===== config.mk =====
export PLATFORM = sky130hd
export DESIGN_NAME = mem_port_arbiter
export DESIGN_NICKNAME = d
export VERILOG_FILES = /design/src/rtl/mem_pkg.sv /design/src/rtl/mem_lane_fmt.sv /design/src/rtl/mem_port_arbiter.sv
export SDC_FILE = /design/constraint.sdc
export NUM_CORES = 1
export LEC_CHECK = 0
export ABC_AREA = 1
export CAP_MARGIN = 40
export CELL_PAD_IN_SITES_DETAIL_PLACEMENT = 1
export CELL_PAD_IN_SITES_GLOBAL_PLACEMENT = 1
export CORE_MARGIN = 5
export CORE_UTILIZATION = 29
export DETAILED_ROUTE_END_ITERATION = 7
export GPL_ROUTABILITY_DRIVEN = 0
export PLACE_DENSITY = 0.95
export SLEW_MARGIN = 15
export SYNTH_ARGS = -nofsm -noshare
export SYNTH_HDL_FRONTEND = slang
export SYNTH_SLANG_ARGS = --single-unit

===== constraint.sdc =====
create_clock -name clk -period 5.8 [get_ports clk]
set_clock_uncertainty 0.2 [all_clocks]
set_input_delay 1.16 -clock clk [delete_from_list [all_inputs] [get_ports clk]]
set_output_delay 1.16 -clock clk [all_outputs]
set_load 0.02 [all_outputs]

===== src/rtl/mem_pkg.sv =====
// Shared encodings for the memory port arbiter: access types, FSM states, owners.
package mem_pkg;

    localparam logic [2:0] DATA_B  = 3'b000;
    localparam logic [2:0] DATA_H  = 3'b001;
    localparam logic [2:0] DATA_W  = 3'b010;
    localparam logic [2:0] DATA_BU = 3'b100;
    localparam logic [2:0] DATA_HU = 3'b101;

    typedef enum logic [1:0] {
        StIdle,
        StIssue,
        StResp
    } mem_state_e;

    typedef enum logic {
        OWN_I = 1'b0,
        OWN_D = 1'b1
    } mem_owner_e;

    function automatic logic sel_legal(input logic [2:0] sel);
        return sel inside {DATA_B, DATA_H, DATA_W, DATA_BU, DATA_HU};
    endfunction

endpackage


===== src/rtl/mem_lane_fmt.sv =====
// Byte-lane steering for stores, load extension and misalignment detection.
module mem_lane_fmt
    import mem_pkg::*;
(
    input  logic [2:0]  sel,
    input  logic [1:0]  offset,
    input  logic [31:0] wdata,
    input  logic [31:0] rdata,
    output logic [3:0]  be_mask,
    output logic [31:0] wdata_lane,
    output logic [31:0] rdata_ext,
    output logic        misalign
);

    logic [7:0]  rd_byte;
    logic [15:0] rd_half;

    assign rd_byte = rdata[{offset, 3'b000} +: 8];
    assign rd_half = rdata[{offset[1], 4'b0000} +: 16];

    always_comb begin
        be_mask    = 4'b0000;
        wdata_lane = wdata;
        rdata_ext  = rdata;
        misalign   = 1'b0;
        unique case (sel)
            DATA_B: begin
                be_mask    = 4'b0001 << offset;
                wdata_lane = {4{wdata[7:0]}};
                rdata_ext  = {{24{rd_byte[7]}}, rd_byte};
            end
            DATA_BU: begin
                be_mask    = 4'b0001 << offset;
                wdata_lane = {4{wdata[7:0]}};
                rdata_ext  = {24'd0, rd_byte};
            end
            DATA_H: begin
                be_mask    = 4'b0011 << offset;
                wdata_lane = {2{wdata[15:0]}};
                rdata_ext  = {{16{rd_half[15]}}, rd_half};
                misalign   = offset[0];
            end
            DATA_HU: begin
                be_mask    = 4'b0011 << offset;
                wdata_lane = {2{wdata[15:0]}};
                rdata_ext  = {16'd0, rd_half};
                misalign   = offset[0];
            end
            DATA_W: begin
                be_mask  = 4'b1111;
                misalign = (offset != 2'b00);
            end
            default: ;
        endcase
    end

endmodule


===== src/rtl/mem_port_arbiter.sv =====
// Arbitrates instruction-fetch and load/store ports onto one byte-enabled RAM port;
// every access is a fixed IDLE -> ISSUE -> RESP sequence.
module mem_port_arbiter
    import mem_pkg::*;
#(
    parameter int unsigned MEM_AW       = 12,
    parameter int unsigned STARVE_LIMIT = 4
) (
    input  logic              clk,
    input  logic              rst_n,
    input  logic              i_req,
    input  logic [31:0]       i_addr,
    output logic              i_ack,
    output logic              i_err,
    output logic [31:0]       i_rdata,
    input  logic              d_req,
    input  logic              d_we,
    input  logic [2:0]        d_sel,
    input  logic [31:0]       d_addr,
    input  logic [31:0]       d_wdata,
    output logic              d_ack,
    output logic              d_err,
    output logic [31:0]       d_rdata,
    output logic              mem_en,
    output logic [3:0]        mem_we,
    output logic [MEM_AW-1:0] mem_addr,
    output logic [31:0]       mem_wdata,
    input  logic [31:0]       mem_rdata
);

    localparam int unsigned   CntW      = $clog2(STARVE_LIMIT + 1);
    localparam logic [CntW-1:0] StarveMax = CntW'(STARVE_LIMIT);

    mem_state_e        state_q, state_d;
    mem_owner_e        owner_q, owner_d;
    logic [CntW-1:0]   starve_q, starve_d;
    logic              we_q, we_d;
    logic [2:0]        sel_q, sel_d;
    logic [1:0]        off_q, off_d;
    logic              err_q, err_d;
    logic [3:0]        mem_we_q, mem_we_d;
    logic [MEM_AW-1:0] mem_addr_q, mem_addr_d;
    logic [31:0]       mem_wdata_q, mem_wdata_d;

    logic        grant_dport, grant_iport;
    logic        req_we, req_err;
    logic [2:0]  req_sel;
    logic [31:0] req_addr, req_wdata;
    logic [2:0]  fmt_sel;
    logic [1:0]  fmt_off;
    logic [3:0]  fmt_be;
    logic [31:0] fmt_wdata, fmt_rdata, resp_rdata;
    logic        fmt_misalign;

    // D wins unless I has waited through STARVE_LIMIT consecutive D grants.
    always_comb begin
        grant_dport = d_req && (!i_req || (starve_q != StarveMax));
        grant_iport = i_req && !grant_dport;
        if (grant_dport) begin
            req_addr  = d_addr;
            req_sel   = d_sel;
            req_we    = d_we;
            req_wdata = d_wdata;
        end else begin
            req_addr  = i_addr;
            req_sel   = DATA_W;
            req_we    = 1'b0;
            req_wdata = '0;
        end
    end

    // One formatter serves both the grant (steering) and the response (extension).
    assign fmt_sel = (state_q == StIdle) ? req_sel : sel_q;
    assign fmt_off = (state_q == StIdle) ? req_addr[1:0] : off_q;

    mem_lane_fmt u_lane_fmt (
        .sel        (fmt_sel),
        .offset     (fmt_off),
        .wdata      (req_wdata),
        .rdata      (mem_rdata),
        .be_mask    (fmt_be),
        .wdata_lane (fmt_wdata),
        .rdata_ext  (fmt_rdata),
        .misalign   (fmt_misalign)
    );

    assign req_err = fmt_misalign
                   || !sel_legal(req_sel)
                   || ((req_addr >> (MEM_AW + 2)) != '0)
                   || (req_we && ((req_sel == DATA_BU) || (req_sel == DATA_HU)));

    always_comb begin
        state_d     = state_q;
        owner_d     = owner_q;
        starve_d    = starve_q;
        we_d        = we_q;
        sel_d       = sel_q;
        off_d       = off_q;
        err_d       = err_q;
        mem_we_d    = mem_we_q;
        mem_addr_d  = mem_addr_q;
        mem_wdata_d = mem_wdata_q;
        unique case (state_q)
            StIdle: begin
                if (grant_dport || grant_iport) begin
                    owner_d     = grant_dport ? OWN_D : OWN_I;
                    we_d        = req_we;
                    sel_d       = req_sel;
                    off_d       = req_addr[1:0];
                    err_d       = req_err;
                    mem_we_d    = (req_we && !req_err) ? fmt_be : 4'b0000;
                    mem_addr_d  = req_addr[MEM_AW+1:2];
                    mem_wdata_d = fmt_wdata;
                    if (grant_iport || !i_req) begin
                        starve_d = '0;
                    end else if (starve_q != StarveMax) begin
                        starve_d = starve_q + 1'b1;
                    end
                    state_d = StIssue;
                end
            end
            StIssue: state_d = StResp;
            StResp:  state_d = StIdle;
            default: state_d = StIdle;
        endcase
    end

    always_ff @(posedge clk or negedge rst_n) begin
        if (!rst_n) begin
            state_q     <= StIdle;
            owner_q     <= OWN_I;
            starve_q    <= '0;
            we_q        <= 1'b0;
            sel_q       <= DATA_B;
            off_q       <= 2'b00;
            err_q       <= 1'b0;
            mem_we_q    <= 4'b0000;
            mem_addr_q  <= '0;
            mem_wdata_q <= '0;
        end else begin
            state_q     <= state_d;
            owner_q     <= owner_d;
            starve_q    <= starve_d;
            we_q        <= we_d;
            sel_q       <= sel_d;
            off_q       <= off_d;
            err_q       <= err_d;
            mem_we_q    <= mem_we_d;
            mem_addr_q  <= mem_addr_d;
            mem_wdata_q <= mem_wdata_d;
        end
    end

    always_comb begin
        mem_en     = (state_q == StIssue) && !err_q;
        mem_we     = mem_en ? mem_we_q : 4'b0000;
        mem_addr   = (state_q == StIssue) ? mem_addr_q : '0;
        mem_wdata  = (state_q == StIssue) ? mem_wdata_q : '0;
        d_ack      = (state_q == StResp) && (owner_q == OWN_D);
        i_ack      = (state_q == StResp) && (owner_q == OWN_I);
        resp_rdata = (err_q || we_q) ? '0 : fmt_rdata;
        d_err      = d_ack && err_q;
        i_err      = i_ack && err_q;
        d_rdata    = d_ack ? resp_rdata : '0;
        i_rdata    = i_ack ? resp_rdata : '0;
    end

endmodule


==> flow_summary_export.csv <==
group,metric,value,unit
run_status,outcome,"completed",
sta,rsz0062_at_grt,"false",
sta,fin_ws,316.5,ps
logic_synthesis,yosys_warnings,0,
cts,cts-root-buf,"clkbuf_16",
critical_path,cp_cell_sequence,"clkdlybuf4s50_1 > nand3_2 > nand2_2 > inv_2 > nand2_1 > nand2_1 > nand2_2 > nand2_4 > nor2_4 > nand3_4 > nand2_4 > nand2_1 > nor2_1 > clkdlybuf4s50_1",
cts,cts_tree,"built",
logic_synthesis,yosysUniqueCellTypes,38,
floorplan,core,16580,sq um
cts,cts.clk_slew.worst_paths,50,ps
finish,nets,1160,
critical_path,rr_endpoint,"mem_we_q[3]",
critical_path,arrival,4120,ps
logic_synthesis,ys_ff_latch,61,
detailed_routing,first_iter_violations,274,
critical_path,crit_fanout,16,
finish,n_fill_cell,2109,
sta,report.final.slew_viol_count,0,
cts,cts_buffer_depth,2,
detailed_routing,post_drt_wl_per_cell,17.34,um
global_routing,antenna_found_initial,0,
critical_path,worstReg2RegStart,"starve_q[0]",
sta,worstMarginPinSlew,802.9,ps
global_routing,grtUsageTotal,0.2166,
floorplan,pin_count,253,
critical_path,worstSetupPathType,"input pin to primary output",
logic_synthesis,syn_inst,785,
sta,max-slew-margin-rel,0.4647,
critical_path,startpoint_type,"input pin",
sta,period_share,0.9454,
detailed_routing,wl,21.61,mm
critical_path,ff2ff_setup_slack,3260,ps
pwr,p_leak,3.681,nW
sta,setup_viol,0,
floorplan,die_w,140,um
sta,fmax,182.4,MHz
sta,period_needed,5484,ps
cts,h-tree-depth,3,
worst_hold_path,holdPathEnd,"mem_wdata_q[0]",
finish,multi_input_area,2683,sq um
cts,post_cts_buffers,0,
detailed_routing,viasPerCell,4.799,
cts,cts.sinks,61,
logic_synthesis,synth_nets,923,
finish,syn_to_final_growth,63.31,%
logic_synthesis,syn_area,4901,sq um
critical_path,critPathMaxStageDelay,630,ps
pwr,p_per_area,424.5,nW/um^2
floorplan,start_util,0.2955,
global_routing,grt_max_degree,80,
cts,cts-resized-gates,0,
finish,ff_latch_area,1526,sq um
finish,drive_above_1_share,0.09259,
floorplan,std_cell_rows,47,
worst_hold_path,hold_class,"flip-flop to flip-flop",
finish,num_antenna_cells,0,
placement,dp_slack,343.4,ps
detailed_routing,drc_errors,0,
pwr,vdd_drop_max,0.0002998,V
critical_path,worst_setup_path_end_kind,"primary output",
global_routing,grt-ovfl-total,0,
critical_path,worst_path_most_repeated_cell,"nand2_1",
detailed_routing,drt_first_pass_iters,4,
sta,hold_viol_final,0,
logic_synthesis,avgSynthCellArea,6.243,sq um
critical_path,crit_slowest_cell,"clkdlybuf4s50_1",
floorplan,fp.dieH,140,um
floorplan,dieArea,19600,sq um
cts,cts-hold-fix-buffers,0,
critical_path,crit_buf_inv,3,
detailed_routing,antenna_left,0,
worst_hold_path,hold_depth,2,
placement,portBuffers,252,
logic_synthesis,synth-seq-area-share,0.3115,
detailed_routing,vias,5979,
critical_path,rr_worst_depth,15,
global_routing,grt_pass1_vias,6452,
critical_path,critPathTopFamily,"simple AND/OR/NAND/NOR gates",
critical_path,required,4440,ps
sta,fin_setup_tns,0,ps
placement,place_hpwl,16.60,mm
worst_hold_path,hp-start,"mem_wdata_q[0]",
cts,cts_made_buffers,9,
cts,clkLatencyLatePin,340,ps
global_routing,grt_pass1_wl,34.60,mm
flow_run,cap_viol_max_count,0,
==> cells in the final DEF (no fill, tap or decap), types with 3 or more instances in the layout <==
cell type / synthesis / final
clkdlybuf4s50_1: 0 / 251
nor2_1: 150 / 149
nand2_1: 144 / 144
inv_1: 129 / 128
o21ai_0: 66 / 66
dfrtp_1: 61 / 61
nand3_1: 57 / 57
nor2_2: 23 / 23
o22ai_1: 20 / 20
nand2_4: 14 / 14
a21oi_1: 12 / 12
buf_4: 0 / 12
nand4_1: 11 / 11
a31oi_1: 10 / 10
clkbuf_16: 0 / 9
a41oi_1: 6 / 6
nand2_2: 5 / 5
or2_2: 5 / 5
inv_2: 3 / 4
nand3_2: 4 / 4
clkinv_2: 1 / 4
o21ai_1: 3 / 3
a22oi_1: 3 / 3
buf_12: 1 / 3
==> flip-flops by register name (all words and copies together), names as in the netlist <==
signal       flops
state_q          2
mem_addr_q      12
we_q             1
mem_we_q         4
off_q            2
mem_wdata_q     32
starve_q         3
err_q            1
sel_q            3
owner_q          1
==> power breakdown <==
group	switching (mW)	leakage (nW)	internal (mW)
combinational	1.36	2.77	0.737
sequential	0.102	0.752	0.619
clock	0.197	0.158	0.383
==> final cells by class <==
class	count	share of cell area
Sequential cell	61	0.1907
Timing Repair Buffer	268	0.3367
Clock inverter	5	0.009379
Multi-Input combinational cell	547	0.3352
Tap cell	220	0.03439
Inverter	135	0.06378
Clock buffer	10	0.02986
==> logic make-up after synthesis <==
kind of cell	after synthesis	synth area share
buf+inv	177	0.1427
flops	61	0.3115
xor+xnor	1	0.001787
compound gates	121	0.1381
simple gates	423	0.4008
fa+ha+maj	2	0.005105
==> layer usage <==
metal / vias to the layer above / global-route usage / routed length, um
met2: 202 / 0.3771 / 11000
met5: - / 0 / 0
met3: 30 / 0.05385 / 1227
li1: 2930 / - / -
met4: 0 / 0.06476 / 497
met1: 2817 / 0.2646 / 8879
==> worst max path at each step <==
stage / start / slack [ps] / to / cells after the start
finish: i_req / 320 / i_rdata[19] / 14
detailed placement: i_req / 340 / i_rdata[19] / 14
floorplan: i_req / 1900 / d_rdata[21] / 13
global placement: i_req / 440 / i_rdata[1] / 13
global route: i_req / 110 / d_rdata[20] / 14
CTS: i_req / 310 / i_rdata[19] / 14
==> synthesized netlist by cell type <==
| cell | count | share of area |
|---|---|---|
| a21oi_1 | 12 | 0.012 |
| a22oi_1 | 3 | 0.0046 |
| a31oi_1 | 10 | 0.013 |
| a41oi_1 | 6 | 0.011 |
| and3_1 | 1 | 0.0013 |
| buf_1 | 2 | 0.0015 |
| buf_12 | 1 | 0.0041 |
| buf_2 | 6 | 0.0061 |
| buf_6 | 1 | 0.0023 |
| clkbuf_1 | 32 | 0.025 |
| clkinv_1 | 1 | 0.00077 |
| clkinv_2 | 1 | 0.0010 |
| dfrtp_1 | 61 | 0.31 |
| ha_1 | 2 | 0.0051 |
| inv_1 | 129 | 0.099 |
| inv_2 | 3 | 0.0023 |
| inv_4 | 1 | 0.0013 |
| nand2_1 | 144 | 0.11 |
| nand2_2 | 5 | 0.0064 |
| nand2_4 | 14 | 0.032 |
| nand3_1 | 57 | 0.058 |
| nand3_2 | 4 | 0.0082 |
| nand3_4 | 2 | 0.0071 |
| nand3b_1 | 1 | 0.0015 |
| nand4_1 | 11 | 0.014 |
| nor2_1 | 150 | 0.11 |
| nor2_2 | 23 | 0.029 |
| nor2_4 | 1 | 0.0023 |
| nor2_8 | 1 | 0.0041 |
| nor3_1 | 2 | 0.0020 |
| nor4_1 | 1 | 0.0013 |
| o21ai_0 | 66 | 0.067 |
| o21ai_1 | 3 | 0.0031 |
| o21ai_2 | 1 | 0.0018 |
| o22ai_1 | 20 | 0.026 |
| or2_1 | 1 | 0.0013 |
| or2_2 | 5 | 0.0064 |
| xor2_1 | 1 | 0.0018 |
==> worst reg2reg max path, cell delays in order (launching register included) <==
cell     delay [ps]
dfrtp_1         380
inv_1           100
ha_1            160
nand3_2         140
nand2_2         240
inv_2            90
nand2_1          80
nand2_1          60
nand2_2         120
nor2_2           60
buf_4           190
nand2_1          90
nand3_1          70
nor2_1          290
nand3_1         120
nand2_1          90
==> metrics by stage <==
stage                     power, mW  std cells  hold WS [ps]  area, sq um  utilization
after floorplan               2.051        785         249.1         4901            -
after global placement        2.699       1227         268.7         7615       0.4592
after detailed placement      2.811       1230         277.2         7670       0.4625
after CTS                     3.422       1245         291.9         7984       0.4814
after global routing          3.668       1246         312.8         8004       0.4826
final                         3.398       1246         293.7         8004       0.4826
Note: power is estimated with default switching activity, not from simulation.
==> edit 1, RTL diff (same flow settings) <==
Change the parameter `MEM_AW` from 12 to 14.
--- a/src/rtl/mem_port_arbiter.sv
+++ b/src/rtl/mem_port_arbiter.sv
@@ -3,7 +3,7 @@
 module mem_port_arbiter
     import mem_pkg::*;
 #(
-    parameter int unsigned MEM_AW       = 12,
+    parameter int unsigned MEM_AW       = 14,
     parameter int unsigned STARVE_LIMIT = 4
 ) (
     input  logic              clk,
Interface: changed (resized mem_addr); port bits go from 253 to 255. The function was not compared with the original's and may differ.
==> edit 1 against the original RTL <==
Worst setup slack got worse by 0.029 ns. Final cell count rose by 2.4%. Sequential share of layout area rose by 0.45 points. Routed wire length fell by 0.81%. Design area rose by 0.92%. Sequential cell count rose by 2. Power rose by 9.4%. Area after synthesis rose by 2.2%. Critical path type unchanged.
==> edit 1: results (changes against the original RTL) <==
stage,metric,value,unit,change
outcome,status,completed,,
worst_hold_path,min-delay src,mem_we_q[3],,
cells_and_area,nets@finish,1184,,+2.1%
timing,worst slew pin tran,0.6980,ns,-0.1049 ns
place,Post-DP HPWL,16.92,mm,+2.0%
setup_path,Worst R2R Setup Slack,2.67,ns,-0.59 ns
place,input/output buffers,254,,+0.79%
detailed_routing,Initial DRC Count,200,,-27%
synth,synth top area cells,"dfrtp_1 31%, nand2_1 12%, nor2_1 12%",,
setup_path,worst reg2reg path depth,8,,-7
pwr,worst ir drop on vdd,0.1844,mV,-39%
setup_path,RR Startpoint,state_q[1],,
global_routing,largest net degree at the start of global routing,73,,-8.8%
cells_and_area,share of post-route cells with drive strength above 1,8.088,%,-1.2 points
global_routing,first-pass GRT wire length,33.93,mm,-1.9%
clock_network,clock slew at reported path FFs,0.05,ns,about the same
setup_path,Reg-to-Reg End,mem_wdata_q[21],,
synth,Post-synth top cells,"164 x nand2_1, 160 x nor2_1, 135 x inv_1, 66 x o21ai_0, 63 x dfrtp_1",,
pwr,Static Leakage,3.738,nW,+1.6%
clock_network,Post-CTS Setup Bufs,0,,unchanged
worst_hold_path,Hold EP,mem_we_q[3],,
detailed_routing,Avg WL per Cell,16.80,µm,-3.1%
setup_path,crit path DAT,4.15,ns,+0.03 ns
cells_and_area,biggest regs,"mem_wdata_q (32), mem_addr_q (14), mem_we_q (4)",,
cells_and_area,fill count,2192,,+3.9%
global_routing,GRT Overall Usage,21.11,%,-0.55 points
global_routing,vias in the first global route,6398,,-0.84%
synth,Cell variety after synth,35,,-7.9%
timing,worst hold slack,0.2810,ns,-0.01276 ns
-- edit 1: layout make-up --
type | count | area share (%)
Multi-Input combinational cell | 566 | 33.58
Timing Repair Buffer | 266 | 33.27
Sequential cell | 63 | 19.52
Inverter | 140 | 6.537
Tap cell | 225 | 3.485
Clock buffer | 12 | 3.051
Clock inverter | 4 | 0.5576
-- edit 1: routing by layer --
layer | vias up | global-route usage, % | routed length, µm | part of all wire (%)
met5 | - | 0 | 0 | 0
met4 | 0 | 9.444 | 976 | 4.6
met3 | 60 | 3.876 | 1034 | 4.8
met2 | 177 | 36.82 | 10780 | 50
met1 | 2843 | 25.29 | 8639 | 40
li1 | 2976 | - | - | -
-- edit 1: cells by family (layout without fill, tap and decap cells) --
group	after synthesis	in the layout	synth area share (%)
AND/OR/NAND/NOR	448	448	40.41
AO/OA/AOI/OAI	115	115	12.96
adder cells (fa/ha/maj)	2	2	0.4994
XOR/XNOR	1	1	0.1749
flip-flops	63	63	31.47
buffers and inverters	182	422	14.49
-- edit 1: power breakdown --
group / total [mW] / internal, mW / switching [mW]
clock: 0.541 / 0.342 / 0.198
combinational: 2.44 / 0.854 / 1.58
sequential: 0.737 / 0.645 / 0.0925
-- edit 1: through the flow --
| step | utilization [%] | total power [mW] | instances | area, µm² | setup slack, ns |
|---|---|---|---|---|---|
| after floorplan | - | 2.347 | 811 | 5010 | 1.932 |
| after global placement | 45.01 | 3.069 | 1257 | 7704 | 0.3931 |
| after detailed placement | 45.49 | 3.193 | 1260 | 7786 | 0.3318 |
| after CTS | 47.19 | 3.757 | 1276 | 8078 | 0.3044 |
| after global routing | 47.19 | 4.031 | 1276 | 8078 | 0.07260 |
| final | 47.19 | 3.716 | 1276 | 8078 | 0.2876 |
==> edit 2, RTL diff (same settings) <==
Made on the original files. `mem_we_q`, `mem_addr_q` and `mem_wdata_q` no longer have a reset.
--- a/src/rtl/mem_port_arbiter.sv
+++ b/src/rtl/mem_port_arbiter.sv
@@ -134,9 +134,6 @@
             sel_q       <= DATA_B;
             off_q       <= 2'b00;
             err_q       <= 1'b0;
-            mem_we_q    <= 4'b0000;
-            mem_addr_q  <= '0;
-            mem_wdata_q <= '0;
         end else begin
             state_q     <= state_d;
             owner_q     <= owner_d;
@@ -145,10 +142,13 @@
             sel_q       <= sel_d;
             off_q       <= off_d;
             err_q       <= err_d;
-            mem_we_q    <= mem_we_d;
-            mem_addr_q  <= mem_addr_d;
-            mem_wdata_q <= mem_wdata_d;
         end
+    end
+
+    always_ff @(posedge clk) begin
+        mem_we_q    <= mem_we_d;
+        mem_addr_q  <= mem_addr_d;
+        mem_wdata_q <= mem_wdata_d;
     end
 
     always_comb begin
Check against the original RTL: no difference found for any inputs over 10 cycles, from zero or initial values and one cycle with rst_n low; that may be too few to reach the edited logic, so the function may still have changed.
==> edit 2 against the original RTL <==
Area after synthesis is 3.4% lower. Final cell count is 5.9% lower. Non-clock buffer count decreased by 7. Power fell by 6.1%. Sequential cell count is the same. Routed wire length shrank 9.7%. Fmax increased by 1.3%. Worst setup slack better by 0.068 ns. Design area fell by 3.4%. Critical path type unchanged. Largest power group unchanged.
==> edit 2: results (changes against the original RTL) <==
stage,metric,value,unit,change
global_routing,met3 usage,3.031,%,-2.4 points
pwr,worst ir drop on vdd,0.1925,mV,-36%
timing,worst hold slack,0.2817,ns,-0.01206 ns
setup_path,Worst R2R Setup Slack,3.07,ns,-0.19 ns
synth,post-synthesis compound-gate area fraction,7.955,%,-5.9 points
detailed_routing,Top Metal Used,met4,,
outcome,status,completed,,
timing,worst slew pin tran,0.7909,ns,-0.01204 ns
cells_and_area,fill count,2034,,-3.6%
pwr,sequential power share,23.9,%,+2.7 points
synth,Post-synth top cells,"155 x nand2_1, 136 x nor2_1, 131 x inv_1, 48 x edfxtp_1, 47 x o21ai_0",,
clock_network,Clock Path Buffers,2,,unchanged
synth,Cell variety after synth,33,,-13%
pwr,P_int,1.688,mW,-2.9%
global_routing,largest net degree at the start of global routing,49,,-39%
place,Post-DP HPWL,15.94,mm,-4.0%
place,placed cell areas,0.007453,mm²,-2.8%
cells_and_area,biggest regs,"mem_wdata_q (32), mem_addr_q (12), mem_we_q (4)",,
cells_and_area,share of post-route cells with drive strength above 1,8.777,%,-0.48 points
detailed_routing,final wirelength,19.50,mm,-9.7%
global_routing,initial antenna violation count,0,,unchanged
detailed_routing,Initial DRC Count,271,,-1.1%
detailed_routing,met3 wire len,752,µm,-39%
global_routing,GR Util met2,37.69,%,about the same
setup_path,worst reg2reg path depth,12,,-3
synth,syn_nets,853,,-7.6%
pwr,PwrDens,412.6,mW/mm²,-2.8%
synth,sequential share of the synthesized area,37.32,%,+6.2 points
place,DP Cell Count,1157,,-5.9%
synth,"FFs w/ async S/R, synth",21.31,%,-79 points
clock_network,clock latency on the worst-skew pair,0.32,ns,-0.02 ns
global_routing,first-pass GRT wire length,29.04,mm,-16%
global_routing,vias in the first global route,5688,,-12%
worst_hold_path,hold path depth,2,,unchanged
detailed_routing,detailed-route wire length on metal 1,7.490,mm,-16%
synth,post-synthesis xor/xnor area fraction,0.1850,%,+0.0063 points
synth,synthesized instance count,715,,-8.9%
detailed_routing,length of routed met2 wiring,10.47,mm,-4.9%
setup_path,worst-path maximum fanout,18,,+2
global_routing,GRT Overall Usage,19.81,%,-1.9 points
synth,synth top area cells,"edfxtp_1 30%, nand2_1 12%, nor2_1 11%",,
global_routing,grt met1 use,21.82,%,-4.6 points
pwr,clock network power share,15.6,%,-1.5 points
synth,number of synthesized flops with an enable pin,48,,+48
cells_and_area,nets@finish,1090,,-6.0%
setup_path,Reg-to-Reg End,mem_we_q[1],,
-- edit 2: cell types whose count changed after synthesis, sizes merged, moves of 10 or more --
cell	change
dfrtp	-48
edfxtp	+48
o21ai	-17
nor2	-16
clkbuf	-14
nand3	-14
nand2	+12
o22ai	-11
a21oi	-10
-- edit 2: layout make-up --
cell class                      instances  area [µm²]  area share (%)
Inverter                              136       510.5           6.601
Clock buffer                           12       257.7           3.333
Multi-Input combinational cell        483        2296           29.69
Clock inverter                          4       22.52          0.2912
Sequential cell                        61        1767           22.84
Tap cell                              216       270.3           3.495
Timing Repair Buffer                  261        2610           33.75
-- edit 2: worst max-delay path, cell delays in order --
cell and delay [ns]:
clkdlybuf4s50_1 0.55, nand3_2 0.17, nand2_4 0.23, nand2_2 0.11
nand3_4 0.13, nand3_1 0.15, nand3_2 0.14, nand3_4 0.15
nand2_4 0.33, nand2_1 0.14, nor2_1 0.15, clkdlybuf4s50_1 0.63
